==> src/rtl/stack_multi_sequencer_pkg.sv <==
// Shared types and constants for the multi-register push/pop sequencer.
package stack_multi_sequencer_pkg;

    localparam int NUM_REGS = 16;

    typedef logic [31:0] t_reg;
    typedef logic [3:0]  t_reg_index;

    // Sequencer FSM encoding
    typedef logic [2:0] t_smseq_state;
    localparam t_smseq_state S_IDLE       = 3'd0;
    localparam t_smseq_state S_PUSH_DEC   = 3'd1;
    localparam t_smseq_state S_PUSH_STORE = 3'd2;
    localparam t_smseq_state S_POP_LOAD   = 3'd3;
    localparam t_smseq_state S_DONE       = 3'd4;

    // One-hot mask selecting a single register
    function automatic logic [NUM_REGS-1:0] reg_bit(input t_reg_index idx);
        return NUM_REGS'(1) << idx;
    endfunction

endpackage

==> src/rtl/stack_multi_sequencer_reg_mask_encoder.sv <==
// Priority encoder over a register mask; picks the highest or lowest set bit.
module reg_mask_encoder
    import stack_multi_sequencer_pkg::*;
(
    input  logic [NUM_REGS-1:0] mask,
    input  logic                highest,
    output t_reg_index          index,
    output logic                any
);

    // Scan order makes the last match win: ascending for highest, descending for lowest
    always_comb begin
        index = '0;
        any   = |mask;
        if (highest) begin
            for (int i = 0; i < NUM_REGS; i++)
                if (mask[i]) index = t_reg_index'(i);
        end else begin
            for (int i = NUM_REGS - 1; i >= 0; i--)
                if (mask[i]) index = t_reg_index'(i);
        end
    end

endmodule

==> src/rtl/stack_multi_sequencer.sv <==
// STM/LDM-style sequencer: walks a register mask and moves registers
// between the register file and memory through a full-descending stack.
module stack_multi_sequencer
    import stack_multi_sequencer_pkg::*;
(
    input  logic                clock,
    input  logic                reset,
    input  logic                start,
    input  logic                pop,
    input  logic [NUM_REGS-1:0] mask,
    input  t_reg_index          sp_index,
    input  t_reg                sp_data,
    input  t_reg                rf_read_data,
    output logic                rf_write,
    output logic                rf_inc,
    output logic                rf_dec,
    output t_reg_index          rf_write_index,
    output t_reg_index          rf_incdec_index,
    output t_reg_index          rf_read_index,
    output t_reg                rf_write_data,
    output logic                mem_req,
    output logic                mem_write,
    output t_reg                mem_addr,
    output t_reg                mem_wdata,
    input  logic                mem_ack,
    input  t_reg                mem_rdata,
    output logic                busy,
    output logic                done
);

    t_smseq_state        state;
    logic [NUM_REGS-1:0] pending;
    logic                pop_q;
    t_reg_index          sp_idx_q;

    t_reg_index          cur_idx;
    logic                cur_any;
    logic [NUM_REGS-1:0] pending_next;
    logic [NUM_REGS-1:0] start_pending;

    // Push goes high-to-low, pop goes low-to-high, so stack layout matches
    reg_mask_encoder u_enc (
        .mask    (pending),
        .highest (~pop_q),
        .index   (cur_idx),
        .any     (cur_any)
    );

    // The SP register itself is never part of the transfer
    assign start_pending = mask & ~reg_bit(sp_index);
    assign pending_next  = pending & ~reg_bit(cur_idx);

    // FSM and latched transfer context
    always_ff @(posedge clock or negedge reset) begin
        if (!reset) begin
            state    <= S_IDLE;
            pending  <= '0;
            pop_q    <= 1'b0;
            sp_idx_q <= '0;
        end else begin
            case (state)
                S_IDLE: if (start) begin
                    pending  <= start_pending;
                    pop_q    <= pop;
                    sp_idx_q <= sp_index;
                    if (start_pending == '0) state <= S_DONE;
                    else if (pop)            state <= S_POP_LOAD;
                    else                     state <= S_PUSH_DEC;
                end
                S_PUSH_DEC: state <= S_PUSH_STORE;
                S_PUSH_STORE: if (mem_ack) begin
                    pending <= pending_next;
                    state   <= (|pending_next) ? S_PUSH_DEC : S_DONE;
                end
                S_POP_LOAD: if (mem_ack) begin
                    pending <= pending_next;
                    state   <= (|pending_next) ? S_POP_LOAD : S_DONE;
                end
                S_DONE:  state <= S_IDLE;
                default: state <= S_IDLE;
            endcase
        end
    end

    // Strobes and datapath outputs, all zero unless the state drives them
    always_comb begin
        rf_write        = 1'b0;
        rf_inc          = 1'b0;
        rf_dec          = 1'b0;
        rf_write_index  = '0;
        rf_read_index   = '0;
        rf_write_data   = '0;
        mem_req         = 1'b0;
        mem_write       = 1'b0;
        mem_addr        = '0;
        mem_wdata       = '0;
        done            = 1'b0;
        busy            = (state != S_IDLE);
        rf_incdec_index = busy ? sp_idx_q : '0;
        case (state)
            S_PUSH_DEC: rf_dec = 1'b1;
            S_PUSH_STORE: begin
                mem_req       = cur_any;
                mem_write     = cur_any;
                mem_addr      = sp_data;
                rf_read_index = cur_idx;
                mem_wdata     = rf_read_data;
            end
            S_POP_LOAD: begin
                mem_req  = cur_any;
                mem_addr = sp_data;
                if (mem_ack) begin
                    rf_write       = 1'b1;
                    rf_write_index = cur_idx;
                    rf_write_data  = mem_rdata;
                    rf_inc         = 1'b1;
                end
            end
            S_DONE:  done = 1'b1;
            default: ;
        endcase
    end

endmodule

==> config.mk <==
export PLATFORM = sky130hd
export DESIGN_NAME = stack_multi_sequencer
export DESIGN_NICKNAME = d
export VERILOG_FILES = /design/src/rtl/stack_multi_sequencer_pkg.sv /design/src/rtl/stack_multi_sequencer_reg_mask_encoder.sv /design/src/rtl/stack_multi_sequencer.sv
export SDC_FILE = /design/constraint.sdc
export NUM_CORES = 1
export LEC_CHECK = 0
export ABC_AREA = 0
export CAP_MARGIN = 20
export CORE_MARGIN = 10
export CORE_UTILIZATION = 33
export DETAILED_ROUTE_END_ITERATION = 10
export GPL_TIMING_DRIVEN = 0
export PLACE_DENSITY = 0.83
export SYNTH_ARGS = -nofsm -noshare
export SYNTH_HDL_FRONTEND = slang
export SYNTH_SLANG_ARGS = --single-unit
==> constraint.sdc <==
create_clock -name clock -period 3.57 [get_ports clock]
set_input_delay 0.357 -clock clock [delete_from_list [all_inputs] [get_ports clock]]
set_output_delay 0.357 -clock clock [all_outputs]
set_load 0.05 [all_outputs]
# [After elaboration in Yosys (flattened, before gate mapping)]
# Index checks and enable logic that the tools add are counted.
[word_totals] elab_cells=85 register_bits=24
[classes] n_reduce_logical=10 n_shift=2 n_bitwise=4 muxes=57 eq_ne=8
[ops] op="32-bit two-way mux" n=4
[ops] op="4-bit two-way mux" n=29
[ops] op="16-bit AND" n=2
[ops] op="16-bit two-way mux" n=2
[ops] op="16-bit inverter" n=2
[ops] op="16-bit case mux with 2 select lines" n=1
[ops] op="16-bit OR reduction" n=2
[ops] op="1-bit by 4-bit << shifter with 16-bit output, first input constant" n=2
[ops] op="3-bit two-way mux" n=10
[ops] op="16-bit zero test" n=1
[ops] op="3-bit case mux with 4 select lines" n=1
[ops] op="1-bit two-way mux" n=7
[ops] op="3-bit by 2-bit == test with 1-bit output, second input constant" n=2
[ops] op="2-bit two-way mux" n=3
[ops] op="2-bit inequality test, second input constant" n=3
[ops] op="3-bit AND reduction" n=2
[ops] op="3-bit by 1-bit == test with 1-bit output, second input constant" n=1
[ops] op="3-bit == test, second input constant" n=1
[ops] op="3-bit zero test" n=1
[ops] op="3-bit nonzero test" n=1
[ops] op="2-bit by 1-bit inequality test with 1-bit output, second input constant" n=1
[ops] op="2-bit AND reduction" n=1
[ops] op="2-bit nonzero test" n=1
[ops] op="2-bit OR reduction" n=1

# [Logic depth before layout (Yosys ltp)]
# Gate-level depths: netlist of the first run.
[logic_depth] depth_word=24 ltp_mapped=11

# [Cells and area by module]
# A second synthesis of the first run with hierarchy kept.
[hier_totals] cells_unflattened=394 area_unflattened_um2=2778.9
[modules_own_cells] module="stack_multi_sequencer" cells_each=339 area_per_inst_um2=2466.1 instances=1
[modules_own_cells] module="reg_mask_encoder" cells_each=55 area_per_inst_um2=312.8 instances=1

# [Least setup slack after synthesis of the first run]
# Ideal clock, no wire load.
[synth_path] path_type="register to output" start="register pending[7]" end="output rf_read_index[3]" required_ns=3.213 setup_slack_ns=-0.381 t_arrival_ns=3.594 path_stages_with_launch=4 n_path_buf=0 path_cell_list="dfrtp_1 > nor4_2 > nand2_1 > a2111oi_0"
[synth_between] elab_chain_len=10
[synth_rtl] element="from (decl)" line="stack_multi_sequencer.sv:32" source="logic [NUM_REGS-1:0] pending;"
[synth_rtl] element="from (signal assigned)" line="stack_multi_sequencer.sv:63" source="pending <= start_pending;"
[synth_rtl] element="from (signal assigned)" line="stack_multi_sequencer.sv:72" source="pending <= pending_next;"
[synth_rtl] element="from (signal assigned)" line="stack_multi_sequencer.sv:76" source="pending <= pending_next;"
[synth_rtl] element="4-bit two-way mux (8 in a row)" line="stack_multi_sequencer_reg_mask_encoder.sv:20" source="if (mask[i]) index = t_reg_index'(i);"
[synth_rtl] element="4-bit two-way mux" line="stack_multi_sequencer_reg_mask_encoder.sv:15" source="if (highest) begin"
[synth_rtl] element="4-bit two-way mux" line="stack_multi_sequencer.sv:100" source="case (state)"
[synth_rtl] element="to (decl)" line="stack_multi_sequencer.sv:19" source="output t_reg_index rf_read_index,"
# Every way passes these cells.

# [Final worst setup path of the first run]
[layout_path] start="register pending[5]" end="output rf_read_index[1]"
[layout_between] elab_chain_len=13 word_cells_on_any_way=19 classes_between="mux (19)"
[layout_rtl] element="3-bit two-way mux (3 in a row)" line="stack_multi_sequencer_reg_mask_encoder.sv:17" source="if (mask[i]) index = t_reg_index'(i);"
[layout_rtl] element="4-bit two-way mux (8 in a row)" line="stack_multi_sequencer_reg_mask_encoder.sv:17"
[layout_rtl] element="4-bit two-way mux (*)" line="stack_multi_sequencer_reg_mask_encoder.sv:15"
[layout_rtl] element="4-bit two-way mux (*)" line="stack_multi_sequencer.sv:100"
# Mark *: on every way between the ends. The rest lies on a longest branch, timed or not.

==> flow_summary.json, run 1 <==
{
  "ant_nets": 0,
  "worstMarginPinSlew_ns": 0.910,
  "yosys_register_bits": 24,
  "hold_viol_final": 0,
  "cts_resized": 1,
  "vias": 3782,
  "antenna_found_initial": 0,
  "grt_pass1_wl_um": 22400,
  "outcome": "finished clean",
  "routedWlPerCell_um": 20.4,
  "relSlewSlack_pct": 38.8,
  "peakVddDrop_v": 0.000507,
  "die_x_um": 112,
  "clk-insertion-delay-late_ns": 0.27,
  "slowest_stage": "clkdlybuf4s50_1",
  "initial_core_util_pct": 34.1,
  "core_area_sq_um": 8220,
  "drt_iter0_drc": 282,
  "n_fill_cell": 707,
  "cts.reportedPaths.clkPinSlew_ns": 0.09,
  "port_buffers": 233,
  "final_nets": 743,
  "grt_overflow_total": 0,
  "synth_xor_area_share_pct": 0,
  "power.density_nw_per_um2": 898,
  "syn-cell-area_sq_um": 2800,
  "drc": 0,
  "htreeDepth": 1,
  "avgViaCountPerCell": 5.21,
  "synth-compound-area-share_pct": 26.3,
  "synth_top_family_by_area": "simple AND/OR/NAND/NOR gates",
  "grt_pass1_vias": 3736,
  "max_stage_delay_ns": 0.86,
  "design.die.area_sq_um": 12600,
  "hold_path_class": "in -> async",
  "fmax_ghz": 0.298,
  "layout_min_cycle_time_ns": 3.36,
  "cts_tree": "built",
  "synth_simple_gate_area_share_pct": 42.2,
  "post-cts-setup-buffers": 0,
  "crit_required_ns": 3.21,
  "dpl.cell_count": 721,
  "area_delta_synth_final_pct": 91.6,
  "clock-skew-final_ns": 0.0108,
  "synthAdderAreaFrac_pct": 0.402,
  "path_max_fanout": 10,
  "rows": 33,
  "finalSetupTns_ns": 0,
  "period_share_pct": 94.1,
  "antenna-diode-count": 0,
  "synth_cell_types": 50,
  "yosysSeqAreaShare_pct": 21.4,
  "synth_edf_count": 0,
  "syn_inst": 383,
  "startpoint_type": "flip-flop",
  "numCtsBuffers": 3,
  "holdBufCountCts": 0,
  "instances_no_fill": 726,
  "crit_chain": "clkbuf_1, o31ai_1, a32oi_2, and2_1, clkbuf_1, nor3_1, clkdlybuf4s50_1",
  "crit_arrival_ns": 3.00,
  "drv_slew": 0,
  "ys_async_sr_fraction_pct": 100,
  "yosys_warnings": 0,
  "hpwlAfterDp_um": 13000,
  "syn_area_per_cell_sq_um": 7.31,
  "grt_max_degree": 25,
  "syn_nets": 504,
  "synthMuxAreaShare_pct": 4.02,
  "drv.max_cap_violation_count": 0,
  "synthFlopType": "dfrtp_1",
  "endpoint_kind": "primary output",
  "clock_sinks": 24,
  "setup_viol": 0,
  "design_area_sq_um": 5370,
  "path_common_cell": "clkbuf_1",
  "power_uw": 4820,
  "rsz0062_at_grt": "false",
  "dr.pass1.iters": 5,
  "gp_congestion": 0.970,
  "leakage_uw": 0.00202,
  "drive_above_1_share_pct": 5.80,
  "root_buffer": "clkbuf_8",
  "grt_util_all_layers_pct": 21.9,
  "crit_type": "reg -> out",
  "placed_cell_area_sq_um": 5270,
  "clock_path_buffers": 2,
  "detail_route.wirelength_um": 14800,
  "io_pins": 236,
  "die_height_um": 112
}
==> registers in the layout, summed over array words and instances (netlist names) <==
signal    cells
pop_q         1
pending      16
sp_idx_q      4
state         3
==> where the power goes <==
group	internal (uW)	switching [uW]	leakage, uW
logic	1370	2660	0.00169
clock network	150	87.7	0.0000357
registers	387	158	0.000302
==> metal layers <==
metal	share of wire [%]	GRT usage, %	up-vias
met5	0	0	-
met1	37	23.4	1730
met4	1.3	4.31	0
li1	-	-	1837
met3	7.8	4.90	11
met2	54	42.4	204
==> critical path, delay by kind of cell, from the launching register on <==
kind | cells | cell delay (ns)
AO/OA/AOI/OAI | 2 | 0.55
buffers and inverters | 3 | 1.34
AND/OR/NAND/NOR | 2 | 0.45
flip-flops | 1 | 0.40
==> final cells by class <==
class	count	area (sq um)	area share, %
inverter	9	33.8	0.630
timing repair buffer	234	2360	44.0
clock buffer	3	41.3	0.770
sequential	24	601	11.2
clock inverter	1	30.0	0.560
multi-input combinational	321	2040	38.1
tap	105	131	2.45
buffer	29	125	2.33
==> per-stage QoR <==
step	utilization [%]	setup slack, ns	hold slack [ns]
final	65.3	0.211	0.371
after global routing	65.3	0.0231	0.381
after CTS	64.9	0.158	0.493
after detailed placement	64.1	0.273	0.472
after global placement	64.1	0.272	0.462
after floorplan	-	0.277	0.0614
==> cells by family after synthesis <==
kind of cell / after synthesis
AND/OR/NAND/NOR: 194
adder cells (fa/ha/maj): 1
flip-flops: 24
multiplexers: 10
buffers and inverters: 38
AO/OA/AOI/OAI: 116
==> cells in the final DEF, fill, tap and decap left out, types with 10 or more instances in the layout <==
| master | Yosys | layout |
|---|---|---|
| a21oi_1 | 21 | 21 |
| and2_1 | 102 | 102 |
| clkbuf_1 | 23 | 23 |
| clkdlybuf4s50_1 | 0 | 231 |
| dfrtp_1 | 24 | 24 |
| mux2_2 | 10 | 10 |
| nand2_1 | 13 | 13 |
| nor2_1 | 24 | 24 |
| nor3_1 | 10 | 10 |
| o21ai_0 | 48 | 48 |
==> synth_stat cells, types with 9 or more instances <==
library cell | n | share of area [%]
mux2_2 | 10 | 4.0
inv_1 | 9 | 1.2
and2_1 | 102 | 23
nand2_1 | 13 | 1.7
nor3_1 | 10 | 1.8
nor2b_1 | 9 | 2.0
clkbuf_1 | 23 | 3.1
o21ai_0 | 48 | 8.6
nor2_1 | 24 | 3.2
dfrtp_1 | 24 | 21
a21oi_1 | 21 | 3.8
o31ai_1 | 9 | 2.4
==> final timing paths <==
check	start	endpoint	slack (ns)	depth (start not counted)
worst max-delay path	pending[5]$_DFFE_PN0P_	rf_read_index[1]	0.21	7
worst min-delay path	reset	pending[14]$_DFFE_PN0P_	0.37	1
worst max register to register	pending[8]$_DFFE_PN0P_	state[0]$_DFFE_PN0P_	0.21	11
worst min register to register	sp_idx_q[2]$_DFFE_PN0P_	sp_idx_q[2]$_DFFE_PN0P_	0.48	2
max in group asynchronous	reset	pending[7]$_DFFE_PN0P_	2.79	2
min in group clock	sp_idx_q[2]$_DFFE_PN0P_	sp_idx_q[2]$_DFFE_PN0P_	0.48	2
Note: power is estimated with default switching activity, not from simulation.
==> inputs of run 2 (changes only) <==
- CORE_UTILIZATION: 33 -> 29
- PLACE_DENSITY: 0.83 -> default
- PLACE_DENSITY_LB_ADDON: default -> 0.05
==> flow_summary.json, run 2 (synthesis gave the netlist of run 1 again) <==
{
  "outcome": "finished clean",
  "avgViaCountPerCell": 5.00,
  "grt_pass1_wl_um": 22600,
  "final_common_cell": "clkdlybuf4s50_1",
  "reg2reg_depth": 9,
  "path_max_fanout": 10,
  "top_register": "pending",
  "vias": 3751,
  "holdBufCountCts": 0,
  "port_buffers": 233,
  "setup_viol": 0,
  "drc": 0,
  "initial_core_util_pct": 30.0,
  "power.density_nw_per_um2": 893,
  "grt_overflow_total": 0,
  "relSlewSlack_pct": 43.1,
  "layout_common_cells": "231 x clkdlybuf4s50_1, 102 x and2_1, 48 x o21ai_0",
  "leakage_uw": 0.00203,
  "power_switching_uw": 2910,
  "endpoint_kind": "primary output",
  "drive_above_1_share_pct": 5.80,
  "root_buffer": "clkbuf_8",
  "p_clk_share_pct": 4.9,
  "layout_min_cycle_time_ns": 3.36,
  "grt_pass1_vias": 3707,
  "post-cts-setup-buffers": 0,
  "clock_sinks": 24,
  "antenna_found_initial": 0,
  "p_seq_share_pct": 11.3,
  "numCtsBuffers": 3,
  "drv.max_cap_violation_count": 0,
  "design.die.area_sq_um": 14000,
  "routedWlPerCell_um": 20.1,
  "crit_arrival_ns": 3.01,
  "grt_util_all_layers_pct": 19.9,
  "dr.pass1.iters": 4,
  "gp_congestion": 0.921,
  "switching_share_pct": 60.3,
  "grt_max_degree": 25,
  "clock-skew-final_ns": 0.00533,
  "final_nets": 743,
  "rows": 35,
  "die_x_um": 118,
  "rr_endpoint": "state[0]$_DFFE_PN0P_",
  "drv_slew": 0,
  "finalCoreUtilization_pct": 57.8,
  "r2r_start": "pending[15]$_DFFE_PN0P_",
  "cts_tree": "built",
  "area_delta_synth_final_pct": 92.7,
  "die_height_um": 118,
  "fmax_ghz": 0.297,
  "clock_path_buffers": 2,
  "finalSetupTns_ns": 0,
  "hold_viol_final": 0,
  "crit_required_ns": 3.21,
  "setup_ws_ns": 0.207,
  "cts.reportedPaths.clkPinSlew_ns": 0.09,
  "core_area_sq_um": 9330,
  "n_fill_cell": 879,
  "intPower_uw": 1910,
  "crit_type": "reg -> out",
  "peakVddDrop_v": 0.000557,
  "worstMarginPinSlew_ns": 0.846,
  "detail_route.wirelength_um": 15100,
  "largest_reg_flops": 16,
  "r2r_slack_ns": 0.29,
  "hpwlAfterDp_um": 13300,
  "clk-insertion-delay-late_ns": 0.26,
  "power_uw": 4820,
  "reg_top3": "pending: 16 flops, sp_idx_q: 4 flops, state: 3 flops",
  "period_share_pct": 94.2,
  "antenna-diode-count": 0,
  "hold_path_class": "in -> async",
  "htreeDepth": 1,
  "rsz0062_at_grt": "false",
  "comb_power_share_pct": 83.8,
  "startpoint_type": "flip-flop",
  "io_pins": 236,
  "post-place-ws_ns": 0.287,
  "drt_iter0_drc": 186,
  "ant_nets": 0
}
==> run 2: cell counts in the layout (fill, tap and decap cells not counted) <==
No cell type changed its count.
==> run 2: how the worst max path moves through the flow <==
| stage | startpoint | to | slack [ns] | depth (start not counted) |
|---|---|---|---|---|
| after global routing | pending[7]$_DFFE_PN0P_ | rf_read_index[3] | 0.05 | 4 |
| final | pending[5]$_DFFE_PN0P_ | rf_write_index[0] | 0.21 | 8 |
| after CTS | pending[5]$_DFFE_PN0P_ | rf_read_index[0] | 0.10 | 8 |
| after floorplan | pending[7]$_DFFE_PN0P_ | rf_read_index[3] | 0.28 | 3 |
| after global placement | pending[5]$_DFFE_PN0P_ | rf_write_index[0] | 0.32 | 8 |
| after detailed placement | pending[5]$_DFFE_PN0P_ | rf_write_index[0] | 0.29 | 8 |
==> run 2: cell type report <==
cell class | count | area [sq um] | area share, %
Inverter | 9 | 33.8 | 0.626
Buffer | 29 | 125 | 2.32
Clock buffer | 3 | 41.3 | 0.765
Sequential cell | 24 | 601 | 11.1
Timing Repair Buffer | 234 | 2360 | 43.8
Clock inverter | 1 | 30.0 | 0.557
Multi-Input combinational cell | 321 | 2040 | 37.8
Tap cell | 129 | 161 | 2.99
==> run 2: repair_timing <==
action / 4_1_cts / 5_1_grt
pin swaps: 0 / 0
resized for setup: 1 / 1
setup endpoints to repair: 1 / 1
hold endpoints to repair: 0 / 0
==> run 2: layer usage <==
| metal | vias up | GRT usage, % | share of wire (%) |
|---|---|---|---|
| met4 | 0 | 2.70 | 0.79 |
| li1 | 1840 | - | - |
| met2 | 158 | 39.0 | 54 |
| met5 | - | 0 | 0 |
| met3 | 6 | 3.95 | 6.6 |
| met1 | 1747 | 21.7 | 38 |
==> run 2: power by group through the flow <==
stage               sequential (uW)  combinational [uW]  clock, uW
floorplan                       497                2730          0
global placement                541                4020          0
detailed placement              544                4040          0
CTS                             539                4050        239
global route                    559                4300        249
finish                          544                4040        236
==> run 2: metrics by stage <==
stage	cells	instance area [sq um]	hold WS [ns]
after floorplan	383	2800	0.0614
after global placement	745	5300	0.462
after detailed placement	745	5300	0.468
after CTS	749	5370	0.490
after global routing	750	5400	0.346
final	750	5400	0.338
==> run 2: critical path, cell delays in order (launching register included) <==
cell and delay, ns:
dfrtp_1 0.36, clkbuf_1 0.38, nor2_1 0.07, a2111oi_0 0.49, o41a_1 0.23, a211oi_1 0.06
clkbuf_1 0.27, nor2_1 0.27, dlygate4sd2_1 0.60
